--- src/rtl/datapath_regbank_if.sv ---
// Control-word, memory and status signal bundle between the control unit
// (master) and the register-transfer datapath (slave).
interface datapath_regbank_if #(
   parameter int DATA_W = 16,
   parameter int ADDR_W = 8,
   parameter int IR_W   = 8
);
   logic [12:0]       write_en;
   logic [3:0]        bus_ld;
   logic [1:0]        inc;
   logic [2:0]        clr;
   logic [3:0]        alu_mode;
   logic              dm_wr;
   logic              im_wr;
   logic [DATA_W-1:0] im_rdata;
   logic [DATA_W-1:0] dm_rdata;
   logic [ADDR_W-1:0] im_addr;
   logic [ADDR_W-1:0] dm_addr;
   logic [DATA_W-1:0] mem_wdata;
   logic              dm_we;
   logic              im_we;
   logic [IR_W-1:0]   ir;
   logic              z;
   logic [DATA_W-1:0] bus_dbg;

   modport master (
      output write_en, bus_ld, inc, clr, alu_mode, dm_wr, im_wr,
      output im_rdata, dm_rdata,
      input  im_addr, dm_addr, mem_wdata, dm_we, im_we, ir, z, bus_dbg
   );

   modport slave (
      input  write_en, bus_ld, inc, clr, alu_mode, dm_wr, im_wr,
      input  im_rdata, dm_rdata,
      output im_addr, dm_addr, mem_wdata, dm_we, im_we, ir, z, bus_dbg
   );
endinterface

--- src/rtl/datapath_regbank.sv ---
// Register-transfer datapath: architectural registers, shared bus mux,
// accumulator ALU and memory address/data drive for the control unit.
module datapath_regbank #(
   parameter int DATA_W = 16,
   parameter int ADDR_W = 8,
   parameter int IR_W   = 8
) (
   input  logic               clk,
   input  logic               rst_n,
   datapath_regbank_if.slave  dp
);

   typedef enum logic [3:0] {
      SRC_IMEM = 4'd0,
      SRC_DMEM = 4'd1,
      SRC_PC   = 4'd2,
      SRC_DR   = 4'd3,
      SRC_R    = 4'd4,
      SRC_AC   = 4'd5,
      SRC_TR   = 4'd6,
      SRC_R1   = 4'd7,
      SRC_R2   = 4'd8,
      SRC_RI   = 4'd9,
      SRC_RJ   = 4'd10,
      SRC_RK   = 4'd11
   } bus_src_e;

   typedef enum logic [3:0] {
      ALU_ADD  = 4'd0,
      ALU_SUB  = 4'd1,
      ALU_MULT = 4'd2,
      ALU_PASS = 4'd5
   } alu_mode_e;

   typedef enum logic [1:0] {
      INC_NONE = 2'b00,
      INC_PC   = 2'b01,
      INC_AC   = 2'b10,
      INC_NOP  = 2'b11
   } inc_e;

   localparam int WE_ARB = 12;
   localparam int WE_AR  = 11;
   localparam int WE_PC  = 10;
   localparam int WE_DR  = 9;
   localparam int WE_IR  = 8;
   localparam int WE_R   = 7;
   localparam int WE_TR  = 6;
   localparam int WE_AC  = 5;
   localparam int WE_R1  = 4;
   localparam int WE_R2  = 3;
   localparam int WE_RI  = 2;
   localparam int WE_RJ  = 1;
   localparam int WE_RK  = 0;

   logic [ADDR_W-1:0] arb_q, ar_q, pc_q;
   logic [DATA_W-1:0] dr_q, r_q, tr_q, ac_q, r1_q, r2_q, ri_q, rj_q, rk_q;
   logic [IR_W-1:0]   ir_q;
   logic              z_q;

   logic [DATA_W-1:0] bus_w;
   logic [DATA_W-1:0] alu_out;
   logic [DATA_W-1:0] ac_next;
   logic [DATA_W-1:0] tr_next;
   logic [ADDR_W-1:0] pc_next;
   logic              ac_touch;
   inc_e              inc_sel;

   assign inc_sel = inc_e'(dp.inc);

   // Shared bus: PC is zero-extended, unused codes drive zero.
   always_comb begin
      bus_w = '0;
      case (bus_src_e'(dp.bus_ld))
         SRC_IMEM: bus_w = dp.im_rdata;
         SRC_DMEM: bus_w = dp.dm_rdata;
         SRC_PC:   bus_w = {{(DATA_W-ADDR_W){1'b0}}, pc_q};
         SRC_DR:   bus_w = dr_q;
         SRC_R:    bus_w = r_q;
         SRC_AC:   bus_w = ac_q;
         SRC_TR:   bus_w = tr_q;
         SRC_R1:   bus_w = r1_q;
         SRC_R2:   bus_w = r2_q;
         SRC_RI:   bus_w = ri_q;
         SRC_RJ:   bus_w = rj_q;
         SRC_RK:   bus_w = rk_q;
         default:  bus_w = '0;
      endcase
   end

   always_comb begin
      alu_out = bus_w;
      case (alu_mode_e'(dp.alu_mode))
         ALU_ADD:  alu_out = ac_q + bus_w;
         ALU_SUB:  alu_out = ac_q - bus_w;
         ALU_MULT: alu_out = ac_q * bus_w;
         ALU_PASS: alu_out = bus_w;
         default:  alu_out = bus_w;
      endcase
   end

   // Registers with clr/inc sources resolve clr > inc > write_en here.
   always_comb begin
      ac_next  = ac_q;
      ac_touch = 1'b0;
      if (dp.clr[2]) begin
         ac_next  = '0;
         ac_touch = 1'b1;
      end else if (inc_sel == INC_AC) begin
         ac_next  = ac_q + 1'b1;
         ac_touch = 1'b1;
      end else if (dp.write_en[WE_AC]) begin
         ac_next  = alu_out;
         ac_touch = 1'b1;
      end

      tr_next = tr_q;
      if (dp.clr[1])
         tr_next = '0;
      else if (dp.write_en[WE_TR])
         tr_next = bus_w;

      pc_next = pc_q;
      if (dp.clr[0])
         pc_next = '0;
      else if (inc_sel == INC_PC)
         pc_next = pc_q + 1'b1;
      else if (dp.write_en[WE_PC])
         pc_next = bus_w[ADDR_W-1:0];
   end

   always_ff @(posedge clk or negedge rst_n) begin
      if (!rst_n) begin
         arb_q <= '0;
         ar_q  <= '0;
         pc_q  <= '0;
         dr_q  <= '0;
         ir_q  <= '0;
         r_q   <= '0;
         tr_q  <= '0;
         ac_q  <= '0;
         r1_q  <= '0;
         r2_q  <= '0;
         ri_q  <= '0;
         rj_q  <= '0;
         rk_q  <= '0;
         z_q   <= 1'b1;
      end else begin
         if (dp.write_en[WE_ARB]) arb_q <= bus_w[ADDR_W-1:0];
         if (dp.write_en[WE_AR])  ar_q  <= bus_w[ADDR_W-1:0];
         if (dp.write_en[WE_DR])  dr_q  <= bus_w;
         if (dp.write_en[WE_IR])  ir_q  <= bus_w[IR_W-1:0];
         if (dp.write_en[WE_R])   r_q   <= bus_w;
         if (dp.write_en[WE_R1])  r1_q  <= bus_w;
         if (dp.write_en[WE_R2])  r2_q  <= bus_w;
         if (dp.write_en[WE_RI])  ri_q  <= bus_w;
         if (dp.write_en[WE_RJ])  rj_q  <= bus_w;
         if (dp.write_en[WE_RK])  rk_q  <= bus_w;
         pc_q <= pc_next;
         tr_q <= tr_next;
         ac_q <= ac_next;
         if (ac_touch) z_q <= (ac_next == '0);
      end
   end

   assign dp.im_addr   = ar_q;
   assign dp.dm_addr   = arb_q;
   assign dp.mem_wdata = bus_w;
   assign dp.bus_dbg   = bus_w;
   assign dp.dm_we     = dp.dm_wr;
   assign dp.im_we     = dp.im_wr;
   assign dp.ir        = ir_q;
   assign dp.z         = z_q;

endmodule

--- src/flat_wrapper.sv ---
// flat-port wrapper written by rule: the top's interface ports become plain ports
module datapath_regbank_flat 
#(
   parameter int DATA_W = 16,
   parameter int ADDR_W = 8,
   parameter int IR_W   = 8
)
  (clk, rst_n, dp_write_en, dp_bus_ld, dp_inc, dp_clr, dp_alu_mode, dp_dm_wr, dp_im_wr, dp_im_rdata, dp_dm_rdata, dp_im_addr, dp_dm_addr, dp_mem_wdata, dp_dm_we, dp_im_we, dp_ir, dp_z, dp_bus_dbg);
  datapath_regbank_if #(.DATA_W(DATA_W), .ADDR_W(ADDR_W), .IR_W(IR_W)) dp_i ();
  input  logic clk;
  input  logic rst_n;
  input wire logic [$bits(dp_i.write_en)-1:0] dp_write_en;
  input wire logic [$bits(dp_i.bus_ld)-1:0] dp_bus_ld;
  input wire logic [$bits(dp_i.inc)-1:0] dp_inc;
  input wire logic [$bits(dp_i.clr)-1:0] dp_clr;
  input wire logic [$bits(dp_i.alu_mode)-1:0] dp_alu_mode;
  input wire logic [$bits(dp_i.dm_wr)-1:0] dp_dm_wr;
  input wire logic [$bits(dp_i.im_wr)-1:0] dp_im_wr;
  input wire logic [$bits(dp_i.im_rdata)-1:0] dp_im_rdata;
  input wire logic [$bits(dp_i.dm_rdata)-1:0] dp_dm_rdata;
  output wire logic [$bits(dp_i.im_addr)-1:0] dp_im_addr;
  output wire logic [$bits(dp_i.dm_addr)-1:0] dp_dm_addr;
  output wire logic [$bits(dp_i.mem_wdata)-1:0] dp_mem_wdata;
  output wire logic [$bits(dp_i.dm_we)-1:0] dp_dm_we;
  output wire logic [$bits(dp_i.im_we)-1:0] dp_im_we;
  output wire logic [$bits(dp_i.ir)-1:0] dp_ir;
  output wire logic [$bits(dp_i.z)-1:0] dp_z;
  output wire logic [$bits(dp_i.bus_dbg)-1:0] dp_bus_dbg;
  assign dp_i.write_en = dp_write_en;
  assign dp_i.bus_ld = dp_bus_ld;
  assign dp_i.inc = dp_inc;
  assign dp_i.clr = dp_clr;
  assign dp_i.alu_mode = dp_alu_mode;
  assign dp_i.dm_wr = dp_dm_wr;
  assign dp_i.im_wr = dp_im_wr;
  assign dp_i.im_rdata = dp_im_rdata;
  assign dp_i.dm_rdata = dp_dm_rdata;
  assign dp_im_addr = dp_i.im_addr;
  assign dp_dm_addr = dp_i.dm_addr;
  assign dp_mem_wdata = dp_i.mem_wdata;
  assign dp_dm_we = dp_i.dm_we;
  assign dp_im_we = dp_i.im_we;
  assign dp_ir = dp_i.ir;
  assign dp_z = dp_i.z;
  assign dp_bus_dbg = dp_i.bus_dbg;
  datapath_regbank #(.DATA_W(DATA_W), .ADDR_W(ADDR_W), .IR_W(IR_W)) u_core (.clk(clk), .rst_n(rst_n), .dp(dp_i));
endmodule
--- config.mk ---
export PLATFORM = sky130hd
export DESIGN_NAME = datapath_regbank_flat
export DESIGN_NICKNAME = d
export VERILOG_FILES = /design/src/rtl/datapath_regbank_if.sv /design/src/rtl/datapath_regbank.sv /design/src/flat_wrapper.sv
export SDC_FILE = /design/constraint.sdc
export NUM_CORES = 1
export LEC_CHECK = 0
export ABC_AREA = 0
export CAP_MARGIN = 30
export CORE_ASPECT_RATIO = 2
export CORE_MARGIN = 4
export CORE_UTILIZATION = 43
export CTS_BUF_LIST = sky130_fd_sc_hd__clkbuf_4 sky130_fd_sc_hd__clkbuf_8
export DETAILED_ROUTE_END_ITERATION = 12
export GPL_TIMING_DRIVEN = 0
export PLACE_DENSITY = 0.73
export SYNTH_ARGS = -nofsm -noshare
export SYNTH_HDL_FRONTEND = slang
export SYNTH_SLANG_ARGS = --single-unit
--- constraint.sdc ---
create_clock -name clk -period 13 [get_ports clk]
set_input_delay 2.6 -clock clk [delete_from_list [all_inputs] [get_ports clk]]
set_output_delay 2.6 -clock clk [all_outputs]
set_load 0.01 [all_outputs]
==> flow_summary.ini <==
[power_and_ir_drop]
cellLeakagePower_nw = 7.15
fin_total_pwr_mw = 1.93
power_per_cell_area_nw_per_um2 = 118
ir_drop_mv = 0.0566

[detailed_routing]
routed_wire_length_mm = 60.6
drt_drc_violations_left = 0
total_number_of_vias = 13600
drtPass1Iterations = 7
drt_iter0_markers = 1217
ant_nets_after_route = 0
routed_wirelength_normalized_by_instance_count_um = 27.4
post_drt_via_cell_ratio = 6.17

[sta]
final_critical_period_ns = 11.89
max_clock_freq_mhz = 84.1
total_count_of_hold_check_failures_in_the_final_report = 0
maxSlewViolCount = 0
skew_ns = 0.0143
finalSetupTns_ns = 0
max-slew-margin-rel = 0.252
setup-violations-final = 0
finalCritPeriodShare = 0.914
rsz0062_at_grt = false
worst_pin_slew_ns = 1.12

[setup_path]
path_max_fanout = 11
critical-path-top-cell-by-count = sky130_fd_sc_hd__fa_1
worstSetupEndpointType = flop
critical_path.startpoint_type = input port
critical_path_required_ns = 13.43
slowest_delay_ns = 0.72
crit_type = input port to flop
slowest_stage = sky130_fd_sc_hd__o32ai_1
worst-endpoint-arrival_ns = 12.32

[floorplanning]
die_area_um2 = 36500
number_of_ports_placed_on_the_die_boundary = 121
design.core.area_um2 = 32900
die_y_um = 266
initial_core_util = 0.435
placementRows = 94
die_w_um = 137

[yosys]
syn_inst = 1633
seq_area_frac_synth = 0.309
synth-seq-cells = 177
synth.avg_cell_area_um2 = 8.78
synthesis.yosys.warnings = 0
synth_top_flop_cell = sky130_fd_sc_hd__dfrtp_1
synth_fp_nets = 1844
yosysUniqueCellTypes = 86
netlist_area_before_placement_um2 = 14300
asyncSetResetFlopFracSynth = 1.00
synth_edf_count = 0

[clock_network]
holdBufCountCts = 0
ctsRootBufferMaster = sky130_fd_sc_hd__clkbuf_8
tritoncts.num_buffers = 17
clock_tree.htree_level_count = 4
cts_setup_buffers = 0
insertion_delay_of_the_later_clocked_pin_in_the_worst_skew_pair_ns = 0.52
tritoncts_num_sinks = 177
tritoncts = done
worst_setup_hold_path_clk_slew_ns = 0.11
clock_tree.buffer_depth = 2
cts_resized = 0

[finish]
final_net_count = 1976
area_delta_synth_final_pct = 14.4
final_cell_mix = sky130_fd_sc_hd__nor2_1, sky130_fd_sc_hd__a21oi_1, sky130_fd_sc_hd__dfrtp_1
post_route_cells_drive_above_1_share = 0.0731
mostFrequentLayoutCell = sky130_fd_sc_hd__nor2_1
filler_cell_count = 3183

[placement]
port_buffers = 110
place.gp.congestion = 1.02
sum_of_net_half_perimeters_after_detailed_placement_mm = 46.2

[status]
status = finished, final reports clean

[global_routing]
grt_pass1_vias = 14400
overflow_left_after_global_routing = 0
largest_net_degree_at_the_start_of_global_routing = 92
number_of_antenna_violations_at_the_first_check_in_global_routing = 2
global_route_wire_length_before_repair_mm = 88.8
gr-usage-all-layers = 0.338

[run]
max_cap_viols = 0

[hold_path]
worstHoldPathType = flop to flop
-- sequential cells by signal (all words and copies together), names as in the netlist --
signal             count
u_core.dp.z            1
u_core.dp.dm_addr      8
u_core.ac_q           16
u_core.ri_q           16
u_core.dp.ir           8
u_core.pc_q            8
u_core.r2_q           16
u_core.rj_q           16
u_core.rk_q           16
u_core.r1_q           16
u_core.dr_q           16
u_core.tr_q           16
u_core.r_q            16
u_core.dp.im_addr      8
-- cell usage after synthesis (18+ instances only) --
library cell | number | area [um2]
sky130_fd_sc_hd__clkbuf_1 | 87 | 327
sky130_fd_sc_hd__fa_1 | 81 | 1620
sky130_fd_sc_hd__ha_1 | 68 | 851
sky130_fd_sc_hd__buf_4 | 25 | 188
sky130_fd_sc_hd__mux2i_1 | 28 | 280
sky130_fd_sc_hd__nor2_1 | 222 | 833
sky130_fd_sc_hd__and3_1 | 19 | 119
sky130_fd_sc_hd__nor3_1 | 25 | 125
sky130_fd_sc_hd__inv_1 | 131 | 492
sky130_fd_sc_hd__a211oi_1 | 23 | 173
sky130_fd_sc_hd__dfrtp_1 | 176 | 4400
sky130_fd_sc_hd__nand2_1 | 94 | 353
sky130_fd_sc_hd__nand3_1 | 18 | 90.1
sky130_fd_sc_hd__nor2b_1 | 20 | 125
sky130_fd_sc_hd__o21ai_0 | 45 | 225
sky130_fd_sc_hd__and2_1 | 52 | 325
sky130_fd_sc_hd__xnor2_1 | 39 | 342
sky130_fd_sc_hd__a21oi_1 | 192 | 961
-- per-layer routing --
metal / track usage / wire length [um]
met4: 0.319 / 7130
met2: 0.586 / 30900
met5: 0 / 14
met3: 0.0663 / 4140
met1: 0.323 / 18500
-- worst paths after layout --
kind	startpoint	endpoint	slack, ns	cells past startpoint
worst min register to register	u_core.rj_q[1]	u_core.rj_q[1]	0.53	2
worst max-delay path	dp_bus_ld[0]	u_core.dp.z	1.11	32
min in group asynchronous	rst_n	u_core.dp.dm_addr[6]	2.06	1
worst min-delay path	u_core.rj_q[1]	u_core.rj_q[1]	0.53	2
worst max register to register	u_core.ac_q[4]	u_core.dp.z	4.17	28
max in group asynchronous	rst_n	u_core.r2_q[14]	9.97	2
-- cells by family after synthesis --
| kind of cell | Yosys count | synth area share |
|---|---|---|
| and+or+nand+nor | 527 | 0.178 |
| AOI/OAI and AO/OA | 393 | 0.173 |
| buffers and inverters | 278 | 0.0853 |
| DFF | 177 | 0.309 |
| adders and majority gates | 149 | 0.172 |
| xor gates and xnor gates | 56 | 0.0391 |
| muxes | 53 | 0.0439 |
-- worst max-delay path: cells and delay by family --
kind                       cells  cell delay (ns)
xor gates and xnor gates       8             1.64
and+or+nand+nor                2             0.35
muxes                          1             0.18
buffers and inverters         10             2.88
adders and majority gates      6             2.98
AOI/OAI and AO/OA              5             1.66
-- per-stage QoR --
| step | cells | area, um2 | hold slack, ns | setup WS [ns] | utilization |
|---|---|---|---|---|---|
| final | 2211 | 16400 | 0.530 | 1.11 | 0.498 |
| after global routing | 2211 | 16400 | 0.553 | 0.989 | 0.498 |
| after CTS | 2209 | 16400 | 0.537 | 1.29 | 0.498 |
| after detailed placement | 2177 | 16000 | 0.515 | 0.758 | 0.486 |
| after global placement | 2175 | 16000 | 0.505 | 0.822 | 0.485 |
| after floorplan | 1633 | 14300 | 0.486 | 3.36 | - |
-- power breakdown --
group / internal (mW) / switching (mW) / total, mW
sequential: 0.620 / 0.0539 / 0.674
clock: 0.145 / 0.245 / 0.390
combinational: 0.345 / 0.525 / 0.870
total: 1.11 / 0.824 / 1.93
-- final cells by class --
class / count / area (um2) / area share
Clock buffer: 18 / 241 / 0.0147
Multi-Input combinational cell: 1178 / 8690 / 0.529
Buffer: 138 / 697 / 0.0425
Sequential cell: 177 / 4430 / 0.270
Antenna cell: 1 / 2.50 / 0.000153
Tap cell: 432 / 541 / 0.0329
Clock inverter: 14 / 138 / 0.00839
Timing Repair Buffer: 113 / 1150 / 0.0699
Inverter: 140 / 526 / 0.0320
(Power assumes the default switching activity.)
